<file path="config.mk">
export PLATFORM = sky130hd
export DESIGN_NAME = redirect_flush_ctrl
export DESIGN_NICKNAME = d
export VERILOG_FILES = /design/src/rtl/ppu_ctrl_pkg.sv /design/src/rtl/prio_enc.sv /design/src/rtl/redirect_flush_ctrl.sv
export SDC_FILE = /design/constraint.sdc
export NUM_CORES = 1
export LEC_CHECK = 0
export CORE_UTILIZATION = 52
export DETAILED_ROUTE_END_ITERATION = 6
export MAX_ROUTING_LAYER = met4
export PLACE_DENSITY = 0.79
export REMOVE_ABC_BUFFERS = 1
export SLEW_MARGIN = 5
export SYNTH_ARGS = -nofsm -noshare
export SYNTH_HDL_FRONTEND = slang
export SYNTH_HIERARCHICAL = 1
export SYNTH_SLANG_ARGS = --single-unit
</file>
<file path="constraint.sdc">
create_clock -name clk -period 2.1 [get_ports clk]
set_input_delay 0.42 -clock clk [delete_from_list [all_inputs] [get_ports clk]]
set_output_delay 0.42 -clock clk [all_outputs]
set_load 0.01 [all_outputs]
</file>
<file path="src/rtl/ppu_ctrl_pkg.sv">
// Shared types, constants and helpers for the PC-redirect / pipeline-flush control path.
package ppu_ctrl_pkg;

    // Width of one per-source flush-depth field inside SRC_DEPTH.
    localparam int unsigned DEPTH_W = 3;
    // Widest flush vector depth_mask can build (a 3-bit depth reaches at most 7).
    localparam int unsigned MASK_W  = 8;
    // Bubble counter width; BUBBLE_CYCLES is limited to 1..15.
    localparam int unsigned BUB_W   = 4;

    // Redirect source indices; a lower index means a higher priority.
    localparam int unsigned SRC_BR   = 0;
    localparam int unsigned SRC_JALR = 1;
    localparam int unsigned SRC_JAL  = 2;

    // Controller states.
    typedef enum logic [1:0] {
        ST_IDLE    = 2'd0,
        ST_PENDING = 2'd1,
        ST_FLUSH   = 2'd2
    } rf_state_e;

    // Flush vector with the lowest `depth` bits set (IF/ID upward).
    function automatic logic [MASK_W-1:0] depth_mask(input logic [DEPTH_W-1:0] depth);
        logic [MASK_W-1:0] m;
        m = {MASK_W{1'b0}};
        for (int i = 0; i < int'(MASK_W); i++) begin
            m[i] = (i < int'(depth));
        end
        return m;
    endfunction

endpackage

</file>
<file path="src/rtl/prio_enc.sv">
// Fixed-priority encoder: index 0 wins. Reports the winner, whether any bit is set,
// and whether more than one bit is set.
module prio_enc #(
    parameter int unsigned N     = 3,
    parameter int unsigned IDX_W = $clog2(N + 1)
) (
    input  logic [N-1:0]     req_i,
    output logic [IDX_W-1:0] idx_o,
    output logic             valid_o,
    output logic             multi_o
);

    // Scan from the lowest-priority bit down so the lowest set index is written last;
    // with no request the index reads N (the "no source" code).
    always_comb begin
        idx_o = IDX_W'(N);
        for (int i = int'(N) - 1; i >= 0; i--) begin
            idx_o = req_i[i] ? IDX_W'(i) : idx_o;
        end
    end

    // Any-request flag, and more-than-one detection by clearing the lowest set bit.
    always_comb begin
        valid_o = |req_i;
        multi_o = |(req_i & (req_i - N'(1'b1)));
    end

endmodule

</file>
<file path="src/rtl/redirect_flush_ctrl.sv">
// PC-redirect and pipeline-flush controller. Arbitrates the redirect sources, holds the
// PC-source select and flush vector for a bubble window, captures requests while the
// pipeline is stalled, flags multi-source collisions and counts applied redirects.
// Every output comes straight from a register.
module redirect_flush_ctrl
    import ppu_ctrl_pkg::*;
#(
    parameter int unsigned                 NUM_STAGES    = 5,
    parameter int unsigned                 SRC_CNT       = 3,
    parameter logic [DEPTH_W*SRC_CNT-1:0]  SRC_DEPTH     = {3'd1, 3'd1, 3'd2},
    parameter int unsigned                 BUBBLE_CYCLES = 1,
    parameter int unsigned                 CNT_W         = 16
) (
    input  logic                         clk,
    input  logic                         rst_n,
    input  logic [SRC_CNT-1:0]           redirect_req_i,
    input  logic                         stall_i,
    input  logic                         cnt_clr_i,
    output logic [$clog2(SRC_CNT+1)-1:0] pc_sel_o,
    output logic                         pc_mux_o,
    output logic [NUM_STAGES-2:0]        flush_o,
    output logic                         busy_o,
    output logic                         collision_o,
    output logic [CNT_W-1:0]             redirect_cnt_o
);

    localparam int unsigned SEL_W   = $clog2(SRC_CNT + 1);
    localparam int unsigned FLUSH_W = NUM_STAGES - 1;

    // Arbitration results.
    logic [SEL_W-1:0]   win_s;
    logic               win_valid_s;
    logic               win_multi_s;

    // FSM and bubble state.
    rf_state_e          state_q, state_d;
    logic [SEL_W-1:0]   src_q, src_d;
    logic [BUB_W-1:0]   bub_q, bub_d;
    logic               inc_s;
    logic               accept_multi_s;

    // Flush depth of the source that will be presented next cycle.
    logic [DEPTH_W-1:0] depth_s;
    logic [MASK_W-1:0]  mask_s;

    // Registered outputs.
    logic [SEL_W-1:0]   pc_sel_q, pc_sel_d;
    logic               pc_mux_q, pc_mux_d;
    logic [FLUSH_W-1:0] flush_q, flush_d;
    logic               busy_q, busy_d;
    logic               coll_q, coll_d;
    logic [CNT_W-1:0]   rcnt_q, rcnt_d;

    prio_enc #(
        .N     (SRC_CNT),
        .IDX_W (SEL_W)
    ) u_prio_enc (
        .req_i   (redirect_req_i),
        .idx_o   (win_s),
        .valid_o (win_valid_s),
        .multi_o (win_multi_s)
    );

    // Next-state logic: accept in IDLE, upgrade or release in PENDING, count down in FLUSH.
    always_comb begin
        state_d        = state_q;
        src_d          = src_q;
        bub_d          = bub_q;
        inc_s          = 1'b0;
        accept_multi_s = 1'b0;
        case (state_q)
            ST_IDLE: begin
                if (win_valid_s) begin
                    src_d          = win_s;
                    accept_multi_s = win_multi_s;
                    if (stall_i) begin
                        state_d = ST_PENDING;
                    end else begin
                        state_d = ST_FLUSH;
                        bub_d   = BUB_W'(BUBBLE_CYCLES);
                        inc_s   = 1'b1;
                    end
                end else begin
                    state_d = ST_IDLE;
                end
            end
            ST_PENDING: begin
                // Only a strictly higher-priority source may displace the captured one.
                if (win_valid_s && (win_s < src_q)) begin
                    src_d          = win_s;
                    accept_multi_s = win_multi_s;
                end else begin
                    src_d = src_q;
                end
                if (!stall_i) begin
                    state_d = ST_FLUSH;
                    bub_d   = BUB_W'(BUBBLE_CYCLES);
                    inc_s   = 1'b1;
                end else begin
                    state_d = ST_PENDING;
                end
            end
            ST_FLUSH: begin
                // Requests seen here belong to instructions being flushed and are dropped.
                if (stall_i) begin
                    state_d = ST_FLUSH;
                end else if (bub_q <= BUB_W'(1)) begin
                    state_d = ST_IDLE;
                    bub_d   = {BUB_W{1'b0}};
                end else begin
                    bub_d   = bub_q - BUB_W'(1);
                end
            end
            default: begin
                state_d = ST_IDLE;
                src_d   = SEL_W'(SRC_CNT);
                bub_d   = {BUB_W{1'b0}};
            end
        endcase
    end

    // Look up the flush depth of the next-cycle source from the packed depth table.
    always_comb begin
        depth_s = {DEPTH_W{1'b0}};
        for (int s = 0; s < int'(SRC_CNT); s++) begin
            depth_s = (src_d == SEL_W'(s)) ? SRC_DEPTH[DEPTH_W*s +: DEPTH_W] : depth_s;
        end
        mask_s = depth_mask(depth_s);
    end

    // Output next-values follow the next state so a request at edge T shows at T+1.
    always_comb begin
        pc_sel_d = SEL_W'(SRC_CNT);
        pc_mux_d = 1'b0;
        flush_d  = {FLUSH_W{1'b0}};
        busy_d   = (state_d != ST_IDLE);
        coll_d   = accept_multi_s;
        if (state_d == ST_FLUSH) begin
            pc_sel_d = src_d;
            pc_mux_d = 1'b1;
            flush_d  = mask_s[FLUSH_W-1:0];
        end else begin
            pc_sel_d = SEL_W'(SRC_CNT);
            pc_mux_d = 1'b0;
            flush_d  = {FLUSH_W{1'b0}};
        end
    end

    // Saturating redirect counter; a clear coinciding with a redirect leaves a count of one.
    always_comb begin
        rcnt_d = rcnt_q;
        if (cnt_clr_i) begin
            rcnt_d = inc_s ? CNT_W'(1) : {CNT_W{1'b0}};
        end else if (inc_s && (rcnt_q != {CNT_W{1'b1}})) begin
            rcnt_d = rcnt_q + CNT_W'(1);
        end else begin
            rcnt_d = rcnt_q;
        end
    end

    // FSM, captured source and bubble counter registers.
    always_ff @(posedge clk or negedge rst_n) begin
        if (!rst_n) begin
            state_q <= ST_IDLE;
            src_q   <= SEL_W'(SRC_CNT);
            bub_q   <= {BUB_W{1'b0}};
        end else begin
            state_q <= state_d;
            src_q   <= src_d;
            bub_q   <= bub_d;
        end
    end

    // Output registers.
    always_ff @(posedge clk or negedge rst_n) begin
        if (!rst_n) begin
            pc_sel_q <= SEL_W'(SRC_CNT);
            pc_mux_q <= 1'b0;
            flush_q  <= {FLUSH_W{1'b0}};
            busy_q   <= 1'b0;
            coll_q   <= 1'b0;
            rcnt_q   <= {CNT_W{1'b0}};
        end else begin
            pc_sel_q <= pc_sel_d;
            pc_mux_q <= pc_mux_d;
            flush_q  <= flush_d;
            busy_q   <= busy_d;
            coll_q   <= coll_d;
            rcnt_q   <= rcnt_d;
        end
    end

    assign pc_sel_o       = pc_sel_q;
    assign pc_mux_o       = pc_mux_q;
    assign flush_o        = flush_q;
    assign busy_o         = busy_q;
    assign collision_o    = coll_q;
    assign redirect_cnt_o = rcnt_q;

endmodule

</file>
Yosys cells after proc, flatten, opt, wreduce, memory -nomap -nowiden
Cells that the tools add are included.
{ "totals": {"n_memories": 0, "out_inout_bits": 25, "wordCells": 67, "mem_bits_ro": 0, "ram_bits": 0, "register_bits": 33, "latch_bits": 0} }
{ "op_classes": {"eq_ne": 8, "n_addsub": 3, "muxes": 31, "reduce_logical": 9, "div_mod_pow": 0, "bitwise": 1, "n_shift": 0, "n_lt_le_gt_ge": 6, "multipliers": 0} }
{ "op_table": {"columns": ["operator", "count"], "rows": [
  ["$mux W16", 2],
  ["$mux W2", 12],
  ["$mux W4", 5],
  ["$add A16 B1 Y16 const B", 1],
  ["$ne A16 B16 Y1 const B", 1],
  ["$pmux W2 S3", 2],
  ["$pmux W4 S3", 1],
  ["$mux W1", 7],
  ["$eq A2 B2 Y1 const B", 3],
  ["$reduce_or A3 Y1", 2],
  ["$eq A2 B1 Y1 const B", 2],
  ["$le A4 B1 Y1 const B", 1],
  ["$logic_not A2 Y1", 2],
  ["$lt A1 B2 Y1 const A", 2],
  ["$lt A2 B2 Y1 const A", 2],
  ["$ne A2 B2 Y1 const B", 2],
  ["$pmux W1 S2", 2],
  ["$reduce_bool A2 Y1", 2],
  ["$sub A4 B1 Y4 const B", 1],
  ["$and A3 B3 Y3", 1],
  ["$sub A3 B1 Y3 const B", 1],
  ["$logic_and A1 B1 Y1", 2],
  ["$lt A2 B2 Y1", 1],
  ["$reduce_and A2 Y1", 1]
]} }

Longest topological paths before layout
Gate-level depths: netlist of the first run.
{ "depth": {"depth_word": 13, "depth_mapped": 7, "ltp_nobuf": 7} }

Modules after synthesis
The synthesis of the first run kept the hierarchy.
{ "by_module_without_submodules": {"columns": ["mod", "area_each_um2", "cells_per_inst", "n_inst"], "rows": [
  ["redirect_flush_ctrl", 1721.7, 177, 1],
  ["prio_enc", 28.8, 5, 1]
]} }

Least setup slack after synthesis of the first run
OpenSTA, ideal clock, no wires.
{ "synth_timing": {"path_type": "input-to-reg", "start": "input redirect_req_i[0]", "end": "register rcnt_q[15], in the netlist redirect_cnt_o[15]", "t_required_ns": 2.029, "path_stages": 6, "arrival_ns": 1.775, "path_slack_ns": 0.253, "path_cell_list": "or3_1 o21bai_2 nor3_2 and3_2 a41o_1 nor2_1"} }
{ "synth_between": {"elab_chain_len": 5} }
{ "synth_lines": {"columns": ["item", "line_no", "text"], "rows": [
  ["from (decl)", "redirect_flush_ctrl.sv:16", "input logic [SRC_CNT-1:0] redirect_req_i,"],
  ["$reduce_or A3 Y1", "prio_enc.sv:24", "valid_o = |req_i;"],
  ["$mux W1", "redirect_flush_ctrl.sv:73", "if (win_valid_s) begin"],
  ["$pmux W1 S2", "redirect_flush_ctrl.sv:71", "case (state_q)"],
  ["$logic_and A1 B1 Y1", "redirect_flush_ctrl.sv:154", "end else if (inc_s && (rcnt_q != {CNT_W{1'b1}})) begin"],
  ["$reduce_bool A2 Y1 (no line)", null, null],
  ["to (signal assigned)", "redirect_flush_ctrl.sv:182", "rcnt_q <= {CNT_W{1'b0}};"],
  ["to (signal assigned)", "redirect_flush_ctrl.sv:189", "rcnt_q <= rcnt_d;"],
  ["to (decl)", "redirect_flush_ctrl.sv:52", "logic [CNT_W-1:0] rcnt_q, rcnt_d;"]
]} }
Every way passes these cells.
A chain may end at the register's enable or synchronous reset.

Final worst setup path of the first run
{ "layout_timing": {"start": "input redirect_req_i[0]", "end": "register rcnt_q[10], in the netlist redirect_cnt_o[10]"} }
{ "layout_between": {"elab_chain_len": 5} }
{ "layout_lines": {"columns": ["item", "line_no", "text"], "rows": [
  ["$reduce_or A3 Y1", "prio_enc.sv:24", null],
  ["via win_valid_s", "redirect_flush_ctrl.sv:32", "logic win_valid_s;"],
  ["$mux W1", "redirect_flush_ctrl.sv:73", null],
  ["$pmux W1 S2", "redirect_flush_ctrl.sv:71", null],
  ["$logic_and A1 B1 Y1", "redirect_flush_ctrl.sv:154", null],
  ["$reduce_bool A2 Y1 (no line)", null, null]
]} }
The timed path passes the listed nets, and every way through them passes these cells.

==> reports/summary.json, run 1 <==
{
  "run_status": {
    "run_status": "finished, final reports clean"
  },
  "final_layout": {
    "share_of_cells_above_drive_strength_1": 0.177,
    "utilization": 0.726,
    "areaGrowthSynthToFinish_pct": 29.8,
    "num_antenna_cells": 0,
    "final_net_count": 241
  },
  "logic_synthesis": {
    "postSynthCellCount": 182,
    "post_synth_top_area_share": 0.400,
    "netlist_top_cells_count": "sky130_fd_sc_hd__dfrtp_1 (28), sky130_fd_sc_hd__nor2_1 (22), sky130_fd_sc_hd__a21oi_1 (11), sky130_fd_sc_hd__nand3_1 (11), sky130_fd_sc_hd__xor2_1 (11)",
    "ys_ff_latch": 32,
    "synth_xor_area_frac": 0.0550,
    "synth_adder_area_share": 0.0343,
    "yosys.area.top_type": "sky130_fd_sc_hd__dfrtp_1",
    "multiplexer_share_of_the_synthesized_area": 0.0114,
    "synth_area_per_cell_um2": 9.62,
    "seq_area_frac_synth": 0.460,
    "synth.area.top_cells": "sky130_fd_sc_hd__dfrtp_1 (40%), sky130_fd_sc_hd__dfstp_2 (6.0%), sky130_fd_sc_hd__xor2_1 (5.5%), sky130_fd_sc_hd__nor2_1 (4.7%), sky130_fd_sc_hd__a21oi_1 (3.1%)",
    "synth_flop_cell": "sky130_fd_sc_hd__dfrtp_1",
    "synth_edf_count": 0,
    "combinational_family_with_the_most_area_after_synthesis": "simple AND/OR/NAND/NOR gates",
    "post_synth_instance_area_mm2": 0.00175,
    "number_of_warnings_reported_in_the_yosys_synthesis_log": 6,
    "synthesized_area_fraction_occupied_by_ao_oa_aoi_and_oai_cells": 0.167,
    "synth_simple_gate_area_share": 0.229,
    "library_cells_used_by_synthesis": 48,
    "most_frequently_used_cell_type_in_the_post_synthesis_netlist": "sky130_fd_sc_hd__dfrtp_1",
    "async_reset_ff_frac": 1.00
  },
  "sta": {
    "skew_ps": 11.2,
    "setup_violations": 0,
    "post-route-period-util": 0.923,
    "grt_setup_unrepaired": "no",
    "maxSlewViolCount": 0,
    "period_needed_ps": 1940,
    "clock.fmax_ghz": 0.516,
    "finalHoldViolCount": 0,
    "hold_ws_ps": 450,
    "final.setup.worst_slack_ps": 161
  },
  "floorplan": {
    "die_span_in_x_um": 60.0,
    "design.portCount": 32,
    "floorplan.rows": 20,
    "die_height_um": 60.0,
    "die-area_mm2": 0.00360,
    "core_mm2": 0.00313,
    "initial_core_util": 0.560
  },
  "pwr": {
    "power_switching_share": 0.365,
    "fin_total_pwr_w": 0.00224,
    "worst_ir_drop_on_vdd_uv": 577,
    "leakagePower_nw": 1.01,
    "powerDensity_mw_per_mm2": 987,
    "clock_group_share_of_total_power": 0.176,
    "p_int_w": 0.00142,
    "combinationalPowerShare": 0.421,
    "p_sw_w": 0.000819,
    "seqPwrFrac": 0.404
  },
  "global_route": {
    "via_count_of_the_first_global_routing_pass": 1490,
    "antenna_found_initial": 0,
    "grt_first_pass_wirelength_mm": 6.69,
    "grt_max_degree": 33,
    "gr_overflow_total": 0,
    "grt.total_usage": 0.265
  },
  "critical_path": {
    "setup.worst_path.end_class": "flop",
    "crit_arrival_ps": 2210,
    "critPathMaxFanout": 6,
    "reg2reg_setup_slack_ps": 260,
    "crit_path_max_incr_delay_ps": 460,
    "type_of_the_worst_setup_path": "in -> reg",
    "crit_path_top_delay_cell": "sky130_fd_sc_hd__clkdlybuf4s50_1",
    "crit_chain": "clkdlybuf4s50_1 > or3_4 > o21ba_1 > and3_1 > and4_1 > nor3_1",
    "setup.worst_path.start_class": "primary input",
    "worst_ep_required_time_ps": 2370
  },
  "placed_design": {
    "place_hpwl_mm": 2.91,
    "placement.setup.worst_slack_ps": -305,
    "gp_congestion": 0.871,
    "portBuffers": 30
  },
  "routing": {
    "routed_via_density": 5.55,
    "antenna_violating_nets_post_route": 0,
    "drt-wirelength-per-cell_um": 14.2,
    "dr_total_vias": 1525,
    "routed_wl_mm": 3.92,
    "drt_drc_violations_left": 0,
    "drt-pass1-iter-count": 4,
    "drt_first_iter_violations": 87
  },
  "clock_tree": {
    "clock_tree.buffer_depth": 2,
    "clkLatencyLatePin_ps": 350,
    "clk_pin_slew_worst_setup_hold_paths_ps": 100,
    "cts_tree": "done",
    "cts_buffers": 5,
    "numClockSinks": 32,
    "cts_root_buffer_type": "sky130_fd_sc_hd__clkbuf_4",
    "h-tree-depth": 2
  },
  "flow_run": {
    "maxCapViolCount": 0
  },
  "worst_hold_path": {
    "worstHoldPathType": "in -> async"
  }
}
path summary, 6_finish.rpt:
path	start	to	cells after the start
max	redirect_req_i[0]	redirect_cnt_o[10]$_DFFE_PN0P_	6
min	rst_n	collision_o$_DFF_PN0_	2
max reg2reg	src_q[1]$_DFF_PN1_	flush_o[1]$_DFF_PN0_	7
min reg2reg	bub_q[1]$_DFFE_PN0P_	bub_q[1]$_DFFE_PN0P_	2
max in group asynchronous	rst_n	src_q[0]$_DFF_PN1_	2
min in group clk	bub_q[1]$_DFFE_PN0P_	bub_q[1]$_DFFE_PN0P_	2
routing by layer:
| metal | GRT usage | wire [µm] | vias up |
|---|---|---|---|
| met5 | - | 0 | - |
| met4 | 0.113 | 80 | 0 |
| met3 | 0.0584 | 136 | 10 |
| met2 | 0.421 | 1920 | 35 |
| met1 | 0.324 | 1780 | 731 |
| li1 | - | - | 749 |
power groups by stage:
stage / registers [W] / logic [W] / clock network (W)
2_1_floorplan: 0.000924 / 0.000513 / 0
3_3_place_gp: 0.000905 / 0.000906 / 0
3_5_place_dp: 0.000914 / 0.000941 / 0
4_1_cts: 0.000902 / 0.000946 / 0.000402
5_1_grt: 0.000924 / 0.00107 / 0.000422
6_report: 0.000905 / 0.000944 / 0.000394
per-stage QoR:
step           cells  instance area (µm²)  TNS (ps)
6_report         275                 2270         0
3_3_place_gp     267                 2200     -3810
2_1_floorplan    177                 1720         0
5_1_grt          275                 2270         0
4_1_cts          275                 2270         0
3_5_place_dp     267                 2200     -5290
kinds of logic (layout without fill, tap and decap cells):
group,after synthesis,count (layout)
simple gates,74,74
buf+inv,17,65
xor+xnor,11,11
mux,2,2
flops,32,32
compound gates,40,40
other cells,1,2
fa+ha+maj,5,5
critical path, delay by kind of cell:
kind / cells / cell delay, ps
buffers and inverters: 1 / 460
and+or+nand+nor: 4 / 1120
AOI/OAI and AO/OA: 1 / 200
layout by cell type (no fill, tap or decap), types with 2 or more instances in the layout:
master / Yosys / layout
sky130_fd_sc_hd__and4_1: 4 / 4
sky130_fd_sc_hd__conb_1: 1 / 2
sky130_fd_sc_hd__and2_1: 3 / 2
sky130_fd_sc_hd__nand4_1: 6 / 6
sky130_fd_sc_hd__dfstp_2: 4 / 4
sky130_fd_sc_hd__a2111oi_0: 2 / 2
sky130_fd_sc_hd__mux2i_1: 2 / 2
sky130_fd_sc_hd__dfrtp_1: 28 / 28
sky130_fd_sc_hd__nor2_1: 22 / 22
sky130_fd_sc_hd__xor2_1: 11 / 11
sky130_fd_sc_hd__o21ai_1: 2 / 2
sky130_fd_sc_hd__nor3_1: 3 / 3
sky130_fd_sc_hd__nand3_1: 11 / 11
sky130_fd_sc_hd__inv_1: 10 / 10
sky130_fd_sc_hd__a21o_1: 2 / 2
sky130_fd_sc_hd__buf_4: 1 / 16
sky130_fd_sc_hd__clkbuf_4: 0 / 5
sky130_fd_sc_hd__clkdlybuf4s50_1: 0 / 30
sky130_fd_sc_hd__o31ai_1: 3 / 3
sky130_fd_sc_hd__nand2_1: 10 / 10
sky130_fd_sc_hd__o21ai_0: 6 / 6
sky130_fd_sc_hd__and3_1: 6 / 6
sky130_fd_sc_hd__a21oi_1: 11 / 11
sky130_fd_sc_hd__ha_1: 4 / 4
sky130_fd_sc_hd__o21ba_1: 2 / 2
sky130_fd_sc_hd__clkinvlp_4: 0 / 2
cell type report:
type                    instances  area [µm²]
clock buffers                   6        51.3
clock inverters                 2        15.0
fillers                       239         856
inverters                      11        41.3
multi-input cells             134         883
flip-flops and latches         32         806
well taps                      44        55.1
repair buffers                 46         420
repair_timing:
item                       CTS  global route
hold endpoints to repair     0             0
buffers inserted             0             0
hold buffers                 0             0
gates resized for setup      0             2
setup endpoints to repair    0             3
sequential cells by signal (all words and copies together), names as in the netlist:
signal and count:
busy_o 1, flush_o 3, pc_mux_o 1, collision_o 1, pc_sel_o 2, redirect_cnt_o 16
src_q 2, state_q 2, bub_q 4
Note: power is estimated with default switching activity, not from simulation.
==> run 2, diff against run 1 <==
--- a/config.mk
+++ b/config.mk
@@ -5,10 +5,10 @@
 export SDC_FILE = /design/constraint.sdc
 export NUM_CORES = 1
 export LEC_CHECK = 0
-export CORE_UTILIZATION = 52
+export CORE_UTILIZATION = 47
 export DETAILED_ROUTE_END_ITERATION = 6
 export MAX_ROUTING_LAYER = met4
-export PLACE_DENSITY = 0.79
+export PLACE_DENSITY = 0.76
 export REMOVE_ABC_BUFFERS = 1
 export SLEW_MARGIN = 5
 export SYNTH_ARGS = -nofsm -noshare
==> constraint.sdc (replaced) <==
create_clock -name clk -period 1.73 [get_ports clk]
set_input_delay 0.346 -clock clk [delete_from_list [all_inputs] [get_ports clk]]
set_output_delay 0.346 -clock clk [all_outputs]
set_load 0.01 [all_outputs]
==> run 2 against run 1 <==
Effect of this change: setup slack got worse by 150 ps; combinational power rose by 66%; critical path depth did not move; final area rose by 13%; wire length rose by 15%; non-clock buffer count rose by 13; sequential cell count did not move; clock power rose by 81%; clock skew fell by 5.6 ps; sequential share of layout area fell by 3.9 points; count of clock-buffer cells in the layout fell by 1; critical path type is now reg -> reg; critical endpoint is now pc_sel_o[1]$_DFF_PN1_.
==> reports/summary.json, run 2 (synthesis gave the netlist of run 1 again) <==
{
  "floorplan": {
    "initial_core_util": 0.509,
    "die_height_um": 63.0,
    "design.portCount": 32,
    "floorplan.rows": 21,
    "core_mm2": 0.00344,
    "die-area_mm2": 0.00397,
    "die_span_in_x_um": 63.0
  },
  "critical_path": {
    "worst_ep_required_time_ps": 1940,
    "worst_r2r_endpoint": "pc_sel_o[1]$_DFF_PN1_",
    "crit_arrival_ps": 1930,
    "setup.worst_path.end_class": "flop",
    "r2r_cell_count": 6,
    "reg2reg_setup_slack_ps": 10,
    "critPathMaxFanout": 4,
    "setup.worst_path.start_class": "flop",
    "critical_path.reg2reg.startpoint": "src_q[1]$_DFF_PN1_",
    "type_of_the_worst_setup_path": "reg -> reg"
  },
  "sta": {
    "skew_ps": 5.54,
    "hold_ws_ps": 468,
    "clock.fmax_ghz": 0.582,
    "post-route-period-util": 0.993,
    "finalHoldViolCount": 0,
    "setup_violations": 0,
    "period_needed_ps": 1720,
    "maxSlewViolCount": 0,
    "grt_setup_unrepaired": "yes"
  },
  "final_layout": {
    "final_net_count": 254,
    "areaGrowthSynthToFinish_pct": 46.3,
    "leading_cell_type_in_the_layout_fill_and_taps_excluded": "sky130_fd_sc_hd__clkdlybuf4s50_1",
    "num_antenna_cells": 0,
    "utilization": 0.744,
    "largest_register_ff_count": 16,
    "layout_common_cells": "sky130_fd_sc_hd__clkdlybuf4s50_1 (27), sky130_fd_sc_hd__buf_4 (26), sky130_fd_sc_hd__dfrtp_1 (25), sky130_fd_sc_hd__nor2_1 (20), sky130_fd_sc_hd__xor2_1 (11)",
    "share_of_cells_above_drive_strength_1": 0.295
  },
  "pwr": {
    "p_sw_w": 0.00119,
    "powerDensity_mw_per_mm2": 1320,
    "worst_ir_drop_on_vdd_uv": 946,
    "leakagePower_nw": 1.11,
    "p_int_w": 0.00220,
    "seqPwrFrac": 0.324,
    "power_switching_share": 0.351,
    "combinationalPowerShare": 0.465,
    "fin_total_pwr_w": 0.00339,
    "clock_group_share_of_total_power": 0.210
  },
  "routing": {
    "drt-pass1-iter-count": 4,
    "routed_via_density": 5.71,
    "drt_drc_violations_left": 0,
    "routed_wl_mm": 4.51,
    "dr_total_vias": 1657,
    "drt-wirelength-per-cell_um": 15.6,
    "drt_first_iter_violations": 132,
    "antenna_violating_nets_post_route": 0
  },
  "global_route": {
    "gr_overflow_total": 0,
    "grt_first_pass_wirelength_mm": 7.78,
    "via_count_of_the_first_global_routing_pass": 1660,
    "antenna_found_initial": 0,
    "grt.total_usage": 0.256,
    "grt_max_degree": 33
  },
  "placed_design": {
    "portBuffers": 30,
    "place_hpwl_mm": 3.07,
    "gp_congestion": 0.833
  },
  "clock_tree": {
    "hold_buffers": 0,
    "numClockSinks": 32,
    "h-tree-depth": 2,
    "clkLatencyLatePin_ps": 280,
    "cts_buffers": 5,
    "cts_tree": "done",
    "cts_root_buffer_type": "sky130_fd_sc_hd__clkbuf_8",
    "clock_tree.buffer_depth": 2,
    "clk_pin_slew_worst_setup_hold_paths_ps": 70
  },
  "worst_hold_path": {
    "worstHoldPathType": "in -> async"
  },
  "run_status": {
    "run_status": "finished, final reports clean"
  },
  "flow_run": {
    "maxCapViolCount": 0
  }
}
[run 2: cell types whose count changed in the layout (fill, tap and decap cells not counted), moves of 3 or more]
cell                              previous run  this run
sky130_fd_sc_hd__clkdlybuf4s50_1            30        27
sky130_fd_sc_hd__dfrtp_2                     0         3
sky130_fd_sc_hd__buf_4                      16        26
sky130_fd_sc_hd__dfrtp_1                    28        25
sky130_fd_sc_hd__clkbuf_4                    5         0
sky130_fd_sc_hd__buf_6                       0         3
sky130_fd_sc_hd__clkbuf_8                    1         5
[run 2: layout make-up]
class,instances,area [µm²]
Multi-Input combinational cell,134,1020
Inverter,11,41.3
Fill cell,234,881
Sequential cell,32,810
Timing Repair Buffer,59,523
Clock inverter,3,42.5
Clock buffer,5,68.8
Tap cell,46,57.6
[run 2: per-stage QoR]
stage	setup WS [ps]	setup TNS, ps	cell area, µm²	std cells
floorplan	-42.7	-42.7	1720	177
global placement	-490	-12230	2280	279
detailed placement	-730	-13860	2280	279
CTS	2.17	0	2500	288
global route	-64.6	-109	2560	290
finish	12.1	0	2560	290
[run 2: power groups by stage]
| stage | logic [W] | registers, W | clock network [W] |
|---|---|---|---|
| after floorplan | 0.000623 | 0.00112 | 0 |
| after global placement | 0.00119 | 0.00108 | 0 |
| after detailed placement | 0.00126 | 0.00109 | 0 |
| after CTS | 0.00144 | 0.00109 | 0.000719 |
| after global routing | 0.00170 | 0.00112 | 0.000761 |
| final | 0.00157 | 0.00110 | 0.000712 |
[run 2: repair_timing]
| action | 4_1_cts | 5_1_grt |
|---|---|---|
| gates resized for setup | 21 | 18 |
| setup endpoints to repair | 30 | 24 |
| pin swaps | 13 | 9 |
| setup buffers | 1 | 2 |
[run 2: how the worst max path moves through the flow]
stage | startpoint | end | slack (ps) | cells past startpoint
final | src_q[1]$_DFF_PN1_ | pc_sel_o[1]$_DFF_PN1_ | 10 | 6
after global routing | src_q[1]$_DFF_PN1_ | pc_sel_o[1]$_DFF_PN1_ | -60 | 6
after CTS | src_q[1]$_DFF_PN1_ | flush_o[1]$_DFF_PN0_ | 2 | 7
after detailed placement | redirect_req_i[0] | flush_o[0]$_DFF_PN0_ | -730 | 7
after global placement | redirect_req_i[0] | redirect_cnt_o[15]$_DFFE_PN0P_ | -490 | 8
after floorplan | redirect_req_i[0] | redirect_cnt_o[15]$_DFFE_PN0P_ | -40 | 6
[run 2: critical path: stages (launching register included)]
cell,delay [ps]
sky130_fd_sc_hd__dfstp_2,560
sky130_fd_sc_hd__inv_2,60
sky130_fd_sc_hd__ha_4,230
sky130_fd_sc_hd__buf_6,120
sky130_fd_sc_hd__a2111oi_4,350
sky130_fd_sc_hd__a221oi_2,90
sky130_fd_sc_hd__or2_1,240
[run 2: layer usage]
| layer | share of wire | global-route usage | up-vias |
|---|---|---|---|
| li1 | - | - | 776 |
| met1 | 0.43 | 0.318 | 800 |
| met2 | 0.51 | 0.417 | 73 |
| met3 | 0.048 | 0.0420 | 8 |
| met4 | 0.017 | 0.0930 | 0 |
| met5 | 0 | - | - |
==> run 3, diff against run 2 <==
--- a/config.mk
+++ b/config.mk
@@ -6,6 +6,7 @@
 export NUM_CORES = 1
 export LEC_CHECK = 0
 export CORE_UTILIZATION = 47
+export CTS_CLUSTER_DIAMETER = 50
 export DETAILED_ROUTE_END_ITERATION = 6
 export MAX_ROUTING_LAYER = met4
 export PLACE_DENSITY = 0.76
==> results of run 3 <==
Same layout as run 2: the final DEF is identical, and so are final timing and power.
==> variant (config.mk and constraints of run 3) <==
Reset style: synchronous (`rst_n`), changed in 2 clocked blocks.
--- a/src/rtl/redirect_flush_ctrl.sv
+++ b/src/rtl/redirect_flush_ctrl.sv
@@ -160,5 +160,5 @@
 
     // FSM, captured source and bubble counter registers.
-    always_ff @(posedge clk or negedge rst_n) begin
+    always_ff @(posedge clk) begin
         if (!rst_n) begin
             state_q <= ST_IDLE;
@@ -173,5 +173,5 @@
 
     // Output registers.
-    always_ff @(posedge clk or negedge rst_n) begin
+    always_ff @(posedge clk) begin
         if (!rst_n) begin
             pc_sel_q <= SEL_W'(SRC_CNT);
Check against the original RTL: differs if rst_n is asserted again (counterexample within 4 cycles, from zero or initial values and one cycle with rst_n low); with rst_n held inactive, the same outputs for 10 cycles.
==> variant against run 3 <==
  * Setup slack better by 0.030 ns
  * Critical path depth down 5
  * Wire length down 13%
  * Cell area down 5.8%
  * First-iteration DRC count down 17%
  * Area after synthesis down 4.1%
  * Sequential cell count unchanged
  * Sequential share of layout area down 4.6 points
  * Global-route usage down 2.4 points
Power is not compared: it rests on default switching activity, and its combinational part moved more than twofold at a synthesized area within 25%.
==> variant: results (changes against run 3) <==
Placed Area 2270 um^2 (was 2277 um^2); initial drt markers 110 (was 132); share of cells above drive strength 1 27.00% (was 29.51%); Post-CTS Resized 12 (was 21); worst-skew pair later-pin latency 0.33 ns (was 0.28 ns); Layout Skew 0.007397 ns (was 0.005539 ns); status complete, no violations (unchanged); Clock transition at path regs 0.10 ns (was 0.07 ns); Root Buffer clkbuf_4 (was clkbuf_8); WL/cell 12.70 um (was 15.57 um); largest net degree at the start of global routing 16 (was 33); adder-cell share of the synthesized area 3.577% (was 3.431%); register area share after synthesis 38.15% (was 46.03%); FF+latch area 650.6 um^2 (was 809.5 um^2); final instance area 2412 um^2 (was 2561 um^2); Critical-path top delay cell clkdlybuf4s50_1 (was dfstp_2); Clock buffer cells 8 (was 5); clock-cell share of area 2.438% (was 4.348%); met2 Use GR 35.18% (was 41.67%); CP Launch Point redirect_cnt_o[9]$_SDFFE_PN0P_ (was src_q[1]$_DFF_PN1_); mux contribution to synthesized area 3.577% (was 1.144%); Synth Flop Type dfxtp_1 (was dfrtp_1); CP Max Fanout 6 (was 4); Non-clk invs 14 (was 11); Setup WS pre-CTS -0.4995 ns (was -0.7296 ns); met3 usage 5.176% (was 4.197%); first-pass GRT wire length 6313 um (was 7783 um); DP Cell Count 301 (was 279); worst hold path type flip-flop to flip-flop (was input port to async pin)
variant: cell count changes in the layout (fill, tap and decap cells not counted), sizes merged, moves of 7 or more:
cell,run 3,this run
dfxtp,0,32
dfrtp,28,0
nor2,22,12
xor2,11,2
nand3,11,3
or2,1,9
and3,7,0
variant: power breakdown:
group / internal (mW) / total, mW / switching [mW] / leakage (nW)
clock: 0.200 / 0.443 / 0.243 / 0.0326
combinational: 0.204 / 0.375 / 0.171 / 0.650
sequential: 0.779 / 0.813 / 0.0342 / 0.266
variant: path summary, 6_finish.rpt:
| kind | to | slack (ns) |
|---|---|---|
| worst max-delay path | redirect_cnt_o[9] | 0.04 |
| worst min-delay path | redirect_cnt_o[13]$_SDFFE_PN0P_ | 0.51 |
| worst max register to register | pc_sel_o[1]$_SDFF_PN1_ | 0.08 |
| worst min register to register | redirect_cnt_o[13]$_SDFFE_PN0P_ | 0.51 |
variant: per-layer routing:
metal	up-vias	share of wire (%)
met5	-	0
met4	0	1.3
met3	5	4.0
met2	35	45
met1	776	50
li1	857	-
